### config.mk
export PLATFORM = sky130hd
export DESIGN_NAME = inst_rom_arbiter_flat
export DESIGN_NICKNAME = d
export VERILOG_FILES = /design/src/rtl/inst_rom_arbiter_if.sv /design/src/rtl/inst_rom_arbiter.sv /design/src/flat_wrapper.sv
export SDC_FILE = /design/constraint.sdc
export NUM_CORES = 1
export LEC_CHECK = 0
export ABC_AREA = 0
export ABC_CLOCK_PERIOD_IN_PS = 2500
export BUFFER_PORTS_ARGS = -buffer_cell sky130_fd_sc_hd__buf_2
export CORE_MARGIN = 4
export CORE_UTILIZATION = 25
export DETAILED_ROUTE_END_ITERATION = 8
export PLACE_DENSITY = 0.52
export SYNTH_ARGS = -nofsm -noshare
export SYNTH_HDL_FRONTEND = slang
export SYNTH_SLANG_ARGS = --single-unit
### constraint.sdc
create_clock -name clk -period 2.5 [get_ports clk]
set_clock_uncertainty 0.2 [all_clocks]
set_input_delay 0 -clock clk [delete_from_list [all_inputs] [get_ports clk]]
set_output_delay 0 -clock clk [all_outputs]
set_load 0.005 [all_outputs]
### src/rtl/inst_rom_arbiter_if.sv
`default_nettype none
//============================================================================
// Module      : inst_rom_arbiter_if
// Description : Bundle of the two read-request ports (instruction fetch I,
//               data/debug D) and the single-port ROM side of the
//               instruction-ROM arbiter.
//               slave  - view taken by the arbiter
//               master - view taken by the requesters / ROM (or a bench)
//               Ports:
//                 i_req_i/i_addr_i   fetch request and byte address
//                 i_ack_o/i_rdata_o  fetch acknowledge pulse and data
//                 d_req_i/d_addr_i   data request and byte address
//                 d_ack_o/d_rdata_o  data acknowledge pulse and data
//                 d_err_o            data address out of ROM range (with ack)
//                 rom_ce_o/rom_addr_o ROM chip enable and byte address
//                 rom_data_i         ROM read data
// Revision    : 1.0 - initial release
//============================================================================
interface inst_rom_arbiter_if #(
    parameter int ADDR_W = 32,
    parameter int DATA_W = 32
);
    logic              i_req_i;
    logic [ADDR_W-1:0] i_addr_i;
    logic              i_ack_o;
    logic [DATA_W-1:0] i_rdata_o;
    logic              d_req_i;
    logic [ADDR_W-1:0] d_addr_i;
    logic              d_ack_o;
    logic [DATA_W-1:0] d_rdata_o;
    logic              d_err_o;
    logic              rom_ce_o;
    logic [ADDR_W-1:0] rom_addr_o;
    logic [DATA_W-1:0] rom_data_i;

    modport slave (
        input  i_req_i, i_addr_i, d_req_i, d_addr_i, rom_data_i,
        output i_ack_o, i_rdata_o, d_ack_o, d_rdata_o, d_err_o,
               rom_ce_o, rom_addr_o
    );

    modport master (
        output i_req_i, i_addr_i, d_req_i, d_addr_i, rom_data_i,
        input  i_ack_o, i_rdata_o, d_ack_o, d_rdata_o, d_err_o,
               rom_ce_o, rom_addr_o
    );
endinterface
`default_nettype wire

### src/rtl/inst_rom_arbiter.sv
`default_nettype none
//============================================================================
// Module      : inst_rom_arbiter
// Description : Round-robin arbiter sharing one single-port instruction ROM
//               between the CPU fetch port (I) and a data/debug port (D).
//               Pipeline: grant decided in cycle N, ROM slot (rom_ce_o /
//               rom_addr_o) in N+1, registered ack + data in N+2.
//               D addresses beyond the ROM depth are acked with d_err_o and
//               never reach the ROM.
//               Ports:
//                 clk  system clock, rising edge
//                 rst  asynchronous reset, active low
//                 bus  inst_rom_arbiter_if.slave (requests, acks, ROM side)
// Revision    : 1.0 - initial release
//============================================================================
module inst_rom_arbiter #(
    parameter int ADDR_W         = 32,
    parameter int DATA_W         = 32,
    parameter int ROM_WORDS_LOG2 = 17
) (
    input  logic              clk,
    input  logic              rst,
    inst_rom_arbiter_if.slave bus
);

    typedef enum logic {
        SRC_I = 1'b0,
        SRC_D = 1'b1
    } src_e;

    // First byte-address bit above the ROM word index.
    localparam int c_IDX_TOP = ROM_WORDS_LOG2 + 2;

    src_e              last_grant_q, last_grant_d;
    logic              slot_vld_q,   slot_vld_d;
    src_e              slot_src_q,   slot_src_d;
    logic              slot_err_q,   slot_err_d;
    logic              rom_ce_q,     rom_ce_d;
    logic [ADDR_W-1:0] rom_addr_q,   rom_addr_d;
    logic              i_ack_q,      i_ack_d;
    logic [DATA_W-1:0] i_rdata_q,    i_rdata_d;
    logic              d_ack_q,      d_ack_d;
    logic [DATA_W-1:0] d_rdata_q,    d_rdata_d;
    logic              d_err_q,      d_err_d;

    logic              d_oor;
    logic              i_elig;
    logic              d_elig;
    logic              gnt_vld;
    src_e              gnt_src;
    logic              gnt_err;

    // D is out of range when any address bit above the word index is set.
    // A ROM that spans the whole address space can never be exceeded.
    generate
        if (c_IDX_TOP < ADDR_W) begin : g_range_chk
            assign d_oor = |bus.d_addr_i[ADDR_W-1:c_IDX_TOP];
        end else begin : g_no_range_chk
            assign d_oor = 1'b0;
        end
    endgenerate

    always_comb begin
        last_grant_d = last_grant_q;
        gnt_src      = SRC_I;

        // A requester whose access occupies the ROM slot this cycle is
        // masked; its request line still shows the address being served.
        // In its ack cycle it is eligible again and presents its next one.
        i_elig  = bus.i_req_i && !(slot_vld_q && (slot_src_q == SRC_I));
        d_elig  = bus.d_req_i && !(slot_vld_q && (slot_src_q == SRC_D));
        gnt_vld = i_elig || d_elig;

        if (i_elig && d_elig) begin
            gnt_src = (last_grant_q == SRC_I) ? SRC_D : SRC_I;
        end else if (d_elig) begin
            gnt_src = SRC_D;
        end

        if (gnt_vld) begin
            last_grant_d = gnt_src;
        end

        // An out-of-range D access consumes its slot but never enables the ROM.
        gnt_err    = gnt_vld && (gnt_src == SRC_D) && d_oor;
        slot_vld_d = gnt_vld;
        slot_src_d = gnt_src;
        slot_err_d = gnt_err;
        rom_ce_d   = gnt_vld && !gnt_err;
        rom_addr_d = rom_addr_q;
        if (rom_ce_d) begin
            rom_addr_d = (gnt_src == SRC_D) ? bus.d_addr_i : bus.i_addr_i;
        end

        // Response stage: capture ROM data at the end of the slot cycle.
        i_ack_d   = slot_vld_q && (slot_src_q == SRC_I);
        d_ack_d   = slot_vld_q && (slot_src_q == SRC_D);
        d_err_d   = d_ack_d && slot_err_q;
        i_rdata_d = i_ack_d ? bus.rom_data_i : i_rdata_q;
        d_rdata_d = d_rdata_q;
        if (d_ack_d) begin
            d_rdata_d = slot_err_q ? '0 : bus.rom_data_i;
        end
    end

    always_ff @(posedge clk or negedge rst) begin
        if (!rst) begin
            last_grant_q <= SRC_D;
            slot_vld_q   <= 1'b0;
            slot_src_q   <= SRC_I;
            slot_err_q   <= 1'b0;
            rom_ce_q     <= 1'b0;
            rom_addr_q   <= '0;
            i_ack_q      <= 1'b0;
            i_rdata_q    <= '0;
            d_ack_q      <= 1'b0;
            d_rdata_q    <= '0;
            d_err_q      <= 1'b0;
        end else begin
            last_grant_q <= last_grant_d;
            slot_vld_q   <= slot_vld_d;
            slot_src_q   <= slot_src_d;
            slot_err_q   <= slot_err_d;
            rom_ce_q     <= rom_ce_d;
            rom_addr_q   <= rom_addr_d;
            i_ack_q      <= i_ack_d;
            i_rdata_q    <= i_rdata_d;
            d_ack_q      <= d_ack_d;
            d_rdata_q    <= d_rdata_d;
            d_err_q      <= d_err_d;
        end
    end

    assign bus.rom_ce_o   = rom_ce_q;
    assign bus.rom_addr_o = rom_addr_q;
    assign bus.i_ack_o    = i_ack_q;
    assign bus.i_rdata_o  = i_rdata_q;
    assign bus.d_ack_o    = d_ack_q;
    assign bus.d_rdata_o  = d_rdata_q;
    assign bus.d_err_o    = d_err_q;

endmodule
`default_nettype wire

### src/flat_wrapper.sv
// flat-port wrapper written by rule: the top's interface ports become plain ports
module inst_rom_arbiter_flat 
#(
    parameter int ADDR_W         = 32,
    parameter int DATA_W         = 32,
    parameter int ROM_WORDS_LOG2 = 17
)
  (clk, rst, bus_i_req_i, bus_i_addr_i, bus_d_req_i, bus_d_addr_i, bus_rom_data_i, bus_i_ack_o, bus_i_rdata_o, bus_d_ack_o, bus_d_rdata_o, bus_d_err_o, bus_rom_ce_o, bus_rom_addr_o);
  inst_rom_arbiter_if #(.ADDR_W(ADDR_W), .DATA_W(DATA_W)) bus_i ();
  input  logic clk;
  input  logic rst;
  input wire logic [$bits(bus_i.i_req_i)-1:0] bus_i_req_i;
  input wire logic [$bits(bus_i.i_addr_i)-1:0] bus_i_addr_i;
  input wire logic [$bits(bus_i.d_req_i)-1:0] bus_d_req_i;
  input wire logic [$bits(bus_i.d_addr_i)-1:0] bus_d_addr_i;
  input wire logic [$bits(bus_i.rom_data_i)-1:0] bus_rom_data_i;
  output wire logic [$bits(bus_i.i_ack_o)-1:0] bus_i_ack_o;
  output wire logic [$bits(bus_i.i_rdata_o)-1:0] bus_i_rdata_o;
  output wire logic [$bits(bus_i.d_ack_o)-1:0] bus_d_ack_o;
  output wire logic [$bits(bus_i.d_rdata_o)-1:0] bus_d_rdata_o;
  output wire logic [$bits(bus_i.d_err_o)-1:0] bus_d_err_o;
  output wire logic [$bits(bus_i.rom_ce_o)-1:0] bus_rom_ce_o;
  output wire logic [$bits(bus_i.rom_addr_o)-1:0] bus_rom_addr_o;
  assign bus_i.i_req_i = bus_i_req_i;
  assign bus_i.i_addr_i = bus_i_addr_i;
  assign bus_i.d_req_i = bus_d_req_i;
  assign bus_i.d_addr_i = bus_d_addr_i;
  assign bus_i.rom_data_i = bus_rom_data_i;
  assign bus_i_ack_o = bus_i.i_ack_o;
  assign bus_i_rdata_o = bus_i.i_rdata_o;
  assign bus_d_ack_o = bus_i.d_ack_o;
  assign bus_d_rdata_o = bus_i.d_rdata_o;
  assign bus_d_err_o = bus_i.d_err_o;
  assign bus_rom_ce_o = bus_i.rom_ce_o;
  assign bus_rom_addr_o = bus_i.rom_addr_o;
  inst_rom_arbiter #(.ADDR_W(ADDR_W), .DATA_W(DATA_W), .ROM_WORDS_LOG2(ROM_WORDS_LOG2)) u_core (.clk(clk), .rst(rst), .bus(bus_i));
endmodule
# [Word level (Yosys, flattened, before mapping)]
# Cells that the tools add are included.
[word_totals] wordCells=31 register_bits=104 output_inout_bits=100 input_bits=100
[classes] n_bitwise=1 n_reduce_logical=14 mux=5
[op_table] op="$mux W32" count=2
[op_table] op="$reduce_or A13 Y1" count=1
[op_table] op="$logic_and A1 B1 Y1" count=9
[op_table] op="$logic_not A1 Y1" count=3
[op_table] op="$mux W1" count=3
[op_table] op="$logic_or A1 B1 Y1" count=1
[op_table] op="$not A1 Y1" count=1

# [Longest topological paths before layout]
[depth] word_depth=10 depth_mapped=6 ltp_nobuf=5

# [Worst setup path after synthesis]
# Ideal clock, no wire load.
[synth_timing] kind="register to register" startpoint="reg u_core.last_grant_q" endpoint="reg u_core.rom_addr_q[1] (netlist: u_core.bus.rom_addr_o[1])" path_stages_with_launch=6 slack_ns=0.483 arrival_ns=1.693 period_less_slack_ns=2.017 t_required_ns=2.175 n_path_buf=1 setup_time_ns=0.125 cell_sequence="dfstp_2 > nand3b_1 > nand3_2 > clkbuf_1 > mux2_2 > mux2_2"
[synth_via] elab_chain_cells=6 elab_cells_between_ends=7 classes_between="mux (3); reduce/logical (4)"
[synth_lines] item="start, declared" line="inst_rom_arbiter.sv:34" rtl="src_e last_grant_q, last_grant_d;"
[synth_lines] item="start signal, assigned" line="inst_rom_arbiter.sv:120" rtl="last_grant_q <= last_grant_d;"
[synth_lines] item="$mux W1 *" line="inst_rom_arbiter.sv:75" rtl="gnt_src = (last_grant_q == SRC_I) ? SRC_D : SRC_I;"
[synth_lines] item="$mux W1 *" line="inst_rom_arbiter.sv:74" rtl="if (i_elig && d_elig) begin"
[synth_lines] item="$logic_and A1 B1 Y1 (2 in series)" line="inst_rom_arbiter.sv:85" rtl="gnt_err = gnt_vld && (gnt_src == SRC_D) && d_oor;"
[synth_lines] item="$logic_not A1 Y1" line="inst_rom_arbiter.sv:89" rtl="rom_ce_d = gnt_vld && !gnt_err;"
[synth_lines] item="$logic_and A1 B1 Y1" line="inst_rom_arbiter.sv:89"
[synth_lines] item="end signal, assigned" line="inst_rom_arbiter.sv:125" rtl="rom_addr_q <= rom_addr_d;"
[synth_lines] item="end, declared" line="inst_rom_arbiter.sv:39" rtl="logic [ADDR_W-1:0] rom_addr_q, rom_addr_d;"
# Mark *: on every way between the ends. The rest lies on a longest branch, timed or not.
# A chain may end at the register's enable or synchronous reset.

# [Worst setup path after layout]
[layout_timing] startpoint="reg u_core.last_grant_q" endpoint="reg u_core.rom_addr_q[10] (netlist: u_core.bus.rom_addr_o[10])"
# The elaborated chain is that of the path after synthesis.

==> results.md <==
- Top_reg_cell synth: dfrtp_1
- First-pass GRT wire length: 21930 um
- CTS clk-pin slew, worst paths: 0.07 ns
- Vias: 3935
- Crit path launch type: register
- Final period utilization: 96.78%
- Post-layout min period: 2.420 ns
- CP Class: register to register
- Register area share after synthesis: 57.69%
- Hold WS: 0.004852 ns
- Top cells by area, synth: dfrtp_1, nand2_1, mux2_4
- Total track usage: 13.60%
- Worst VDD drop: 0.3117 mV
- CTS tree: yes
- H-tree depth: 3
- Most numerous cell in the Yosys netlist: nand2_1
- Critical R2R Launch: u_core.last_grant_q
- Most frequent cells after synthesis: nand2_1, dfrtp_1, mux2_2
- Syn Area/Cell: 11.14 um2
- Yosys cell types: 22
- Worst Max-Slew Pin Slew: 1.035 ns
- Final Util: 40.59%
- RSZ-0062 raised after global routing: false
- GR Overflow Total: 0
- Post-route DRC: 0
- Final nets: 802
- Clock Sink Count: 104
- Req. time, crit path: 2.54 ns
- Relative max-transition margin: 30.97%
- Clk buf depth: 2
- Layout area overhead: 57.19%
- Pwr Total: 5.437 mW
- Core Rows: 48
- Pre-antenna DRT Iters: 5
- PnR worst setup slack: 0.08040 ns
- Die Footprint: 20270 um2
- Vias in the first global route: 4239
- Ys Warns: 0
- Root buffer cell: clkbuf_16
- Num CTS Buffers: 9
- Final HPWL DP: 8995 um
- Min-delay worst type: primary input to async pin
- PortBufs: 199
- CP bufs+invs: 2
- Ratio of cells with drive above 1 in the final layout: 41.02%
- Post-DR wirelength/cell: 14.69 um
- CP endpoint kind: register
- FF-to-FF setup slack: 0.08 ns
- Largest net degree at the start of global routing: 67
- Pre-CTS setup slack: 0.4264 ns
- Initial DRC Count: 159
- Mapped Cells: 405
- Worst setup path start: u_core.last_grant_q
- Post-synth EDFFs: 0
- Initial Utilization: 25.82%
- Flops & latches, synth: 104
- Yosys top cell area share: 57.11%
- Core area: 17480 um2
- Synth Cell Area: 4513 um2
- Via density per instance: 4.222
- Lkg Pwr: 3.609 nW
- Drt total wl: 13690 um
- Syn nets: 505
- Clk Latency, worst-skew pair: 0.35 ns
- Pwr Density: 766.4 nW/um2
- Crit path max fanout: 12
- Async SR Flop Fraction: 100.0%
- Die Wd: 142.4 um
- Status: finished clean
- Setup bufs post-CTS: 0
- Remaining antenna violation count: 0
- Largest area contributor in the netlist: dfrtp_1
- Fin. Hold Viols: 0
- Finish-stage setup viols: 0
- Cell Chain, Critical Path: nand3b_1 -> nand3_2 -> buf_8 -> mux2_2 -> dlygate4sd3_1 -> mux2_4
- Worst Path Arrival: 2.46 ns
- # diodes: 0
- GP Congestion: 0.7432
- I/O pins: 200
- Delay of the slowest critical-path stage: 0.57 ns
- Kind of cell adding the most delay to the critical path: buffers and inverters
- DIE HEIGHT: 142.4 um
- Initial antenna violation count: 0
- Max Cap Viol: 0
- Peak Freq: 413.3 MHz
- CP max-delay cell: dlygate4sd3_1
- Final Max Tran Viols: 0
- Setup TNS: 0 ns
[timing repair]
action / in CTS / in global routing
resized for setup: 0 / 2
hold buffers: 102 / 0
hold endpoints to repair: 204 / 0
setup endpoints to repair: 0 / 12
[final cells by class]
| type | instances | area [um2] |
|---|---|---|
| clock inverters | 3 | 23.77 |
| multi-input cells | 275 | 1792 |
| inverters | 3 | 11.26 |
| flip-flops and latches | 104 | 2604 |
| fillers | 1675 | 10380 |
| clock buffers | 13 | 270.3 |
| repair buffers | 309 | 2112 |
| well taps | 225 | 281.5 |
[path summary, 6_finish.rpt]
check,depth (start not counted),to
min in group clk,5,u_core.bus.rom_ce_o
min,3,u_core.bus.i_rdata_o[6]
min reg2reg,2,u_core.bus.i_rdata_o[11]
max,6,u_core.bus.rom_addr_o[10]
max in group asynchronous,3,u_core.bus.d_rdata_o[25]
max reg2reg,6,u_core.bus.rom_addr_o[10]
[logic make-up (layout without fill, tap and decap cells)]
family,after synthesis,after routing,synth area share (%)
buffers and inverters,26,328,2.661
DFF,104,104,57.69
muxes,64,64,18.38
and+or+nand+nor,176,176,17.05
AOI/OAI and AO/OA,35,35,4.214
[stage by stage]
| step | area, um2 | std cells |
|---|---|---|
| after detailed placement | 5772 | 814 |
| after floorplan | 4513 | 405 |
| after CTS | 7087 | 932 |
| after global routing | 7094 | 932 |
| final | 7094 | 932 |
| after global placement | 5772 | 814 |
[state kept, by name, summed over array words and instances (netlist names)]
register,count
u_core.bus.i_ack_o,1
u_core.bus.d_ack_o,1
u_core.slot_src_q,1
u_core.bus.rom_ce_o,1
u_core.bus.rom_addr_o,32
u_core.last_grant_q,1
u_core.slot_err_q,1
u_core.bus.i_rdata_o,32
u_core.slot_vld_q,1
u_core.bus.d_err_o,1
u_core.bus.d_rdata_o,32
[metal layers]
layer  share of wire [%]  GRT usage (%)
met5                   0              0
met4                 2.1          5.403
met3                 6.6          3.562
met2                  50          23.48
met1                  41          16.17
[worst min-delay path, stage by stage]
cell and delay, ns:
dlygate4sd3_1 0.52, buf_4 0.14, buf_12 0.27
[power by group]
| part | internal (mW) | total (mW) | switching [mW] |
|---|---|---|---|
| Sequential | 2.14 | 2.40 | 0.269 |
| Combinational | 0.927 | 1.64 | 0.709 |
| Clock | 0.762 | 1.40 | 0.634 |
[layout by cell type, fill, tap and decap left out]
cell and n:
buf_2 198, nand2_1 128, dfrtp_1 103, dlygate4sd3_1 102, mux2_2 35, nand2b_1 33
o21ai_0 33, mux2_4 29, clkbuf_16 9, buf_4 6, nor2_1 5, inv_1 3
clkbuf_8 3, nor4_1 2, clkinvlp_4 2, buf_12 2, nand2_2 1, nand3b_1 1
nand3_2 1, a21oi_1 1, nor3_1 1, nand4_1 1, and2_1 1, a211oi_4 1
and3_1 1, nor2b_1 1, clkbuf_1 1, inv_6 1, buf_8 1, dfstp_2 1
No activity file was read; power rests on OpenSTA's default activity.
